`config.mk`:
```
export PLATFORM = sky130hd
export DESIGN_NAME = ysyx_041461_exe_div
export DESIGN_NICKNAME = d
export VERILOG_FILES = /design/src/rtl/ysyx_041461_exe_div.sv
export SDC_FILE = /design/constraint.sdc
export NUM_CORES = 1
export LEC_CHECK = 0
export ABC_AREA = 1
export ABC_CLOCK_PERIOD_IN_PS = 6370
export CELL_PAD_IN_SITES_DETAIL_PLACEMENT = 1
export CELL_PAD_IN_SITES_GLOBAL_PLACEMENT = 1
export CORE_MARGIN = 10
export CORE_UTILIZATION = 43
export CTS_BUF_LIST = sky130_fd_sc_hd__clkbuf_8
export DETAILED_ROUTE_END_ITERATION = 8
export HOLD_SLACK_MARGIN = 0.15
export MAX_ROUTING_LAYER = met4
export PLACE_DENSITY = 0.94
export SLEW_MARGIN = 25
export SYNTH_ARGS = -nofsm -noshare
export SYNTH_HDL_FRONTEND = slang
export SYNTH_SLANG_ARGS = --single-unit
export TNS_END_PERCENT = 50
```
`constraint.sdc`:
```
create_clock -name clk -period 6.37 [get_ports clk]
set_input_delay 0.9555 -clock clk [delete_from_list [all_inputs] [get_ports clk]]
set_output_delay 0.9555 -clock clk [all_outputs]
set_load 0.005 [all_outputs]
```
`src/rtl/ysyx_041461_exe_div.sv`:
```
// Multi-cycle restoring divider for the EXE stage (DIV/DIVU/REM/REMU and W forms).
// Accepts a request in IDLE, iterates one quotient bit per cycle, and holds the result until it is taken.
module ysyx_041461_exe_div #(
    parameter int XLEN = 64
) (
    input  logic            clk,
    input  logic            rst_n,
    input  logic            flush,
    input  logic            div_valid,
    output logic            div_ready,
    input  logic            div_signed,
    input  logic            div_word,
    input  logic            div_rem,
    input  logic [XLEN-1:0] div_dividend,
    input  logic [XLEN-1:0] div_divisor,
    output logic            out_valid,
    input  logic            out_ready,
    output logic [XLEN-1:0] out_result,
    output logic [1:0]      state_dbg
);

    // Handshakes: a request transfers on a rising edge where div_valid & div_ready and
    // flush is low; a result transfers on a rising edge where out_valid & out_ready.
    typedef enum logic [1:0] {
        IDLE = 2'd0,
        CALC = 2'd1,
        DONE = 2'd2
    } state_t;

    state_t state_q, state_d;

    logic [XLEN-1:0] rem_q, quo_q, dsr_q;
    logic [5:0]      cnt_q;
    logic            neg_q_q, neg_r_q, sel_rem_q, word_q;

    logic [XLEN-1:0] a_ext, b_ext, a_abs, b_abs;
    logic            a_neg, b_neg, div_zero, overflow, special, accept, last_iter;
    logic [XLEN-1:0] special_res;
    logic [XLEN:0]   trial;
    logic            qbit;
    logic [XLEN-1:0] rem_n, quo_n, q_fin, r_fin, final_res;

    function automatic logic [XLEN-1:0] width_fix(input logic w, input logic [XLEN-1:0] v);
        width_fix = w ? {{32{v[31]}}, v[31:0]} : v;
    endfunction

    // Operand preparation: word ops are widened from bits [31:0] before anything else.
    always_comb begin
        a_ext = div_dividend;
        b_ext = div_divisor;
        if (div_word) begin
            a_ext = div_signed ? {{32{div_dividend[31]}}, div_dividend[31:0]} : {32'b0, div_dividend[31:0]};
            b_ext = div_signed ? {{32{div_divisor[31]}}, div_divisor[31:0]} : {32'b0, div_divisor[31:0]};
        end
        a_neg    = div_signed & a_ext[XLEN-1];
        b_neg    = div_signed & b_ext[XLEN-1];
        a_abs    = a_neg ? -a_ext : a_ext;
        b_abs    = b_neg ? -b_ext : b_ext;
        div_zero = (b_ext == '0);
        overflow = div_signed && (b_ext == '1) &&
                   (a_ext == (div_word ? 64'hFFFF_FFFF_8000_0000 : 64'h8000_0000_0000_0000));
        special  = div_zero | overflow;
        if (div_zero) special_res = div_rem ? a_ext : '1;
        else          special_res = div_rem ? '0 : a_ext;
        special_res = width_fix(div_word, special_res);
    end

    // One restoring step; the final step also applies sign correction and width fix.
    always_comb begin
        trial     = {rem_q, quo_q[XLEN-1]} - {1'b0, dsr_q};
        qbit      = ~trial[XLEN];
        rem_n     = qbit ? trial[XLEN-1:0] : {rem_q[XLEN-2:0], quo_q[XLEN-1]};
        quo_n     = {quo_q[XLEN-2:0], qbit};
        q_fin     = neg_q_q ? -quo_n : quo_n;
        r_fin     = neg_r_q ? -rem_n : rem_n;
        final_res = width_fix(word_q, sel_rem_q ? r_fin : q_fin);
        last_iter = (cnt_q == (word_q ? 6'd31 : 6'd63));
    end

    always_comb begin
        state_d   = state_q;
        div_ready = (state_q == IDLE);
        out_valid = (state_q == DONE);
        state_dbg = state_q;
        accept    = (state_q == IDLE) && div_valid && !flush;
        case (state_q)
            IDLE:    if (div_valid) state_d = special ? DONE : CALC;
            CALC:    if (last_iter) state_d = DONE;
            DONE:    if (out_ready) state_d = IDLE;
            default: state_d = IDLE;
        endcase
        if (flush) state_d = IDLE;
    end

    always_ff @(posedge clk or negedge rst_n) begin
        if (!rst_n) state_q <= IDLE;
        else        state_q <= state_d;
    end

    always_ff @(posedge clk or negedge rst_n) begin
        if (!rst_n) begin
            rem_q      <= '0;
            quo_q      <= '0;
            dsr_q      <= '0;
            cnt_q      <= '0;
            neg_q_q    <= 1'b0;
            neg_r_q    <= 1'b0;
            sel_rem_q  <= 1'b0;
            word_q     <= 1'b0;
            out_result <= '0;
        end else if (accept) begin
            word_q    <= div_word;
            sel_rem_q <= div_rem;
            neg_q_q   <= a_neg ^ b_neg;
            neg_r_q   <= a_neg;
            dsr_q     <= b_abs;
            rem_q     <= '0;
            // Word dividends sit in the top half so 32 shifts consume exactly their bits.
            quo_q     <= div_word ? {a_abs[31:0], 32'b0} : a_abs;
            cnt_q     <= '0;
            if (special) out_result <= special_res;
        end else if (state_q == CALC && !flush) begin
            rem_q <= rem_n;
            quo_q <= quo_n;
            cnt_q <= cnt_q + 6'd1;
            if (last_iter) out_result <= final_res;
        end
    end

endmodule

```
* After elaboration in Yosys (flattened, before gate mapping)
Cells that the tools add are included.
** Word-level totals
- Word-level logic and storage cells :: 76
- Register bits after elaboration :: 268
- Output and inout bits :: 68
- Input port bits :: 136
** Operators by class
- Reduce and logical (&&, ||, !) cells :: 12
- Add/subtract/negate cells :: 6
- Equal/unequal tests :: 9
- Bitwise gates (word level) :: 5
- Multiplexer cells :: 34
** Operator list (number)
- $mux W64 :: 24
- $neg A64 Y64 :: 4
- $sub A65 B64 Y65 :: 1
- $eq A64 B64 Y1 :: 1
- $eq A64 B64 Y1 const B :: 1
- $logic_not A64 Y1 :: 1
- $mux W63 :: 1
- $mux W6 :: 3
- $mux W2 :: 5
- $add A6 B1 Y6 const B :: 1
- $eq A6 B6 Y1 :: 1
- $ne A3 B3 Y1 const B :: 2
- $pmux W2 S3 :: 1
- $reduce_and A3 Y1 :: 2
- $logic_and A1 B1 Y1 :: 5
- $reduce_bool A2 Y1 :: 2
- $ne A3 B2 Y1 const B :: 1
- $and A1 B1 Y1 :: 2
- $eq A2 B1 Y1 const B :: 1
- $eq A2 B2 Y1 const B :: 1
- $logic_not A2 Y1 :: 1
- $ne A2 B2 Y1 const B :: 1
- $logic_not A1 Y1 :: 1
- $not A1 Y1 :: 1
- other kinds (2) :: 2

* Longest topological paths before layout
- Depth after elaboration :: 10
- Mapped depth :: 39
- Mapped depth without buffers :: 36

* Worst setup path after synthesis
No wires, ideal clock.
- Path type :: reg-to-reg
- Start point :: register quo_q[63]
- End point :: register out_result[44]
- Setup slack :: 1.627 ns
- Data required time :: 6.299 ns
- Arrival time :: 4.672 ns
- Library setup time :: 0.071 ns
- Cell stages (with the launch flop) :: 39
- Path buffers :: 3
- Clock period less this slack :: 4.743 ns
- Cells stage by stage :: dfrtp_1 inv_1 ha_1 fa_1 inv_1 nand2_1 nand2_1 nand3_1 nand2_2 nand2_1 nand2_2 nand2_1 nand2_2 nand2_4 nand2_4 nand2_2 nand2_4 buf_6 [... 3 more ...] nand2_1 nor2_1 inv_1 nor2_1 inv_1 nor2_1 inv_1 nor3_1 nand4_1 nor3_1 nand2_1 o21ai_0 o21ai_0 a21oi_1 o21ai_0 a21oi_1 nor2_1 nor2_1
** Between the ends
- Word-level cells in the longest chain between the ends :: 9
- Elaborated cells on any way between the ends :: 12
- Those cells by class :: add/sub (3); mux (8); bitwise (1)
** Ends and longest elaborated chain
- start, declared :: line 32 : logic [XLEN-1:0] rem_q, quo_q, dsr_q;
- start signal, assigned :: line 119 : quo_q <= div_word ? {a_abs[31:0], 32'b0} : a_abs;
- start signal, assigned :: line 124 : quo_q <= quo_n;
- $sub A65 B64 Y65 :: line 70 : trial = {rem_q, quo_q[XLEN-1]} - {1'b0, dsr_q};
- $mux W64 or $not A1 Y1 (tied branches) :: line 72, 71
- $neg A64 Y64, on equally long branches :: line 75, 74
- $mux W64, on equally long branches :: line 75, 74
- $mux W64 * :: line 76 : final_res = width_fix(word_q, sel_rem_q ? r_fin : q_fin);
- $mux W64 * :: line 44 : width_fix = w ? {{32{v[31]}}, v[31:0]} : v;
- $mux W64 * :: line 126 : if (last_iter) out_result <= final_res;
- $mux W64 * :: line 122 : end else if (state_q == CALC && !flush) begin
- $mux W64 * :: line 111 : end else if (accept) begin
- end signal, assigned :: line 121 : if (special) out_result <= special_res;
- end signal, assigned :: line 126
- end, declared :: line 18 : output logic [XLEN-1:0] out_result,
Every way passes the cells marked *; elsewhere a longest branch is shown, timed or not. The select of a mux whose other input is x is not followed.
A chain may end at the register's enable or synchronous reset.

* Final worst setup path
- Start point :: register dsr_q[49]
- End point :: register out_result[62]
** Between the ends
- Word-level cells in the longest chain between the ends :: 9
- Elaborated cells on any way between the ends :: 12
- Those cells by class :: add/sub (3); mux (8); bitwise (1)
** Ends and longest elaborated chain
- start, declared :: line 32
- start signal, assigned :: line 116 : dsr_q <= b_abs;
- $sub A65 B64 Y65 * :: line 70
- $mux W64 or $not A1 Y1 (tied branches) :: line 72, 71
- $neg A64 Y64, on equally long branches :: line 75, 74
- $mux W64, on equally long branches :: line 75, 74
- $mux W64 * :: line 76
- $mux W64 * :: line 44
- $mux W64 * :: line 126
- $mux W64 * :: line 122
- $mux W64 * :: line 111
Marks and branches as above.

==> reports/metrics.cfg <==
[routing]
drc = 0
drtIter0Drc = 4051
num_vias = 35400
via_per_inst = 5.94
routedWlPerCell_um = 24.3
wirelength_um = 144000
first_pass_iters = 7
postRouteAntennaNets = 0

[synth]
synth_largest_area_cell = dfrtp_1
yosysTopAreaCellShare_pct = 23.6
synth_cells = 4925
ys_types = 60
syn_area_sq_um = 28400
synth_top_cells_by_area = dfrtp_1, nand2_1, inv_1
yosys_warnings = 0
syn_nets = 5132
ys_ff_latch = 268
syn_avg_cell_area_sq_um = 5.77
yosysSeqAreaShare_pct = 23.6

[cts]
cts_sinks = 268
cts-root-buf = clkbuf_8
postCtsHoldBufs = 0
clkTransAtPathRegs_ps = 70
cts_inserted_buffers = 54
cts_tree = done
insertion_delay_ps = 680
cts_max_path_buffers = 3
htreeDepth = 2

[global_routing]
grt_pass1_vias = 35000
grt_max_degree = 153
use_met3_pct = 8.51
top_usage_layer = met2
grt_util_all_layers_pct = 36.9
antenna_found_initial = 6
grt_pass1_wl_um = 215000
grt.overflow.total = 0
grtUsageMet2_pct = 54.2
use_met1_pct = 46.8

[critical_path]
cp_max_fo = 12
worstSetupStartpointType = flip-flop
critical_path_class = reg -> reg
arrival_ps = 6440
required_ps = 6980
cp_common_cell = nor2_1
max_stage_delay_ps = 400
cp-end-kind = flip-flop
critPathSlowestCell = nor4_2

[final_layout]
drive_above_1_share_pct = 4.69
syn2layout_area_growth_pct = 13.4
num-fill-cells = 9325
mostFrequentLayoutCells = nand2_1, inv_1, nor2_1, o21ai_0, nand3_1
final_common_cell = nand2_1
nets = 5244

[power]
max-vdd-ir-drop_v = 0.000434
p_leak_uw = 0.0162
total_power_uw = 18900
power_density_nw_per_um2 = 587

[timing]
skew_ps = 46.9
rsz0062_at_grt = false
max_freq_mhz = 172
setup_ws_ps = 545
holdWs_ps = 224
period_needed_ps = 5820
slew_headroom_pct = 22.9
worst_pin_slew_ps = 1140
slew_viol_final = 0
finalSetupViolCount = 0
finalCritPeriodShare_pct = 91.4
fin_tns_setup_ps = 0
finalHoldViolations = 0

[place]
gp_congestion = 1.07
dp_hpwl_um = 116000
portBuffers = 203
dp_slack_ps = 560

[floorplanning]
die_w_um = 277
rows = 94
die_area_sq_um = 76800
dieHeight_um = 277
coreArea_sq_um = 65600
io_pins = 204
initial_utilization_pct = 43.3

[min_path]
hold_path.class = in -> async

[flow_run]
cap_viol_max_count = 0

[outcome]
status = completed

## worst paths after layout
kind / from / slack, ps / to / cells after the start
worst min register to register: dsr_q[14] / 490 / dsr_q[14] / 2
worst min-delay path: rst_n / 220 / out_result[57] / 1
worst max-delay path: dsr_q[49] / 550 / out_result[62] / 30
worst max register to register: dsr_q[49] / 550 / out_result[62] / 30
min in group clk: dsr_q[14] / 490 / dsr_q[14] / 2
max in group asynchronous: rst_n / 4750 / neg_r_q / 3
## kinds of logic after synthesis
logic type               Yosys count  synth area share [%]
flip-flops                       268                  23.6
AO/OA/AOI/OAI                    842                  16.6
XOR/XNOR                         121                  3.73
adder cells (fa/ha/maj)           90                  3.82
AND/OR/NAND/NOR                 2693                  39.6
buffers and inverters            911                  12.6
## repair_timing
action | in CTS | in global routing
setup endpoints to repair | 0 | 5
hold endpoints to repair | 0 | 0
resized for setup | 0 | 4
buffers inserted | 0 | 0
## metal layers
metal | vias up | routed length (um)
met2 | 1850 | 61600
met3 | 402 | 14400
met5 | - | 0
met4 | 0 | 8420
met1 | 17100 | 60000
li1 | 16100 | -
## registers in the layout, summed over array words and instances, names as in the netlist
name        flops
state_dbg       2
neg_q_q         1
word_q          1
sel_rem_q       1
out_result     64
cnt_q           6
dsr_q          64
quo_q          64
neg_r_q         1
rem_q          64
## critical path, delay by kind of cell (launching register included)
family | cells | cell delay (ps)
simple gates | 15 | 2660
flops | 1 | 390
fa+ha+maj | 2 | 560
buf+inv | 6 | 640
compound gates | 7 | 1510
## through the flow
stage	std cells	utilization [%]	area, sq um
floorplan	4925	-	28400
finish	5949	49.1	32200
global placement	5844	47.3	31000
global route	5948	49.1	32200
CTS	5942	49.0	32200
detailed placement	5844	47.3	31000
## power breakdown
group	switching, uW	internal [uW]	leakage (uW)	total (uW)
Combinational	10400	3780	0.0121	14200
Sequential	657	2170	0.00347	2820
Clock	916	1020	0.000632	1940
## synth_stat cells (all sizes together)
| cell | count |
|---|---|
| nand2 | 1569 |
| nor4 | 26 |
| dfrtp | 268 |
| ha | 70 |
| o311ai | 1 |
| fa | 1 |
| or4 | 2 |
| and3 | 1 |
| a21oi | 247 |
| xnor2 | 26 |
| o2111ai | 1 |
| buf | 69 |
| nand4 | 54 |
| o21a | 4 |
| nand3 | 304 |
| nor3 | 104 |
| o221ai | 4 |
| a21boi | 1 |
| nor3b | 4 |
| maj3 | 19 |
| inv | 721 |
| o41ai | 5 |
| nor2 | 588 |
| a31oi | 19 |
| a221oi | 5 |
| and2 | 2 |
| nand3b | 25 |
| or2 | 12 |
| xor2 | 95 |
| a32oi | 7 |
| or3 | 1 |
| a21o | 2 |
| o21ai | 362 |
| clkinv | 1 |
| nor4b | 1 |
| a22oi | 29 |
| o31ai | 11 |
| o22ai | 79 |
| a211oi | 7 |
| clkbuf | 120 |
| o21bai | 12 |
| a2bb2oi | 2 |
| o211ai | 44 |
## final cells by class
cell class              count  area, sq um  area share, %
flip-flops and latches    268         6710           20.8
well taps                 864         1080           3.35
clock buffers              66          908           2.82
multi-input cells        3746        18200           56.5
diodes                      6         15.0         0.0466
repair buffers            245         2400           7.45
clock inverters            32          209          0.648
inverters                 722         2710           8.41
No activity file was read; power rests on OpenSTA's default activity.
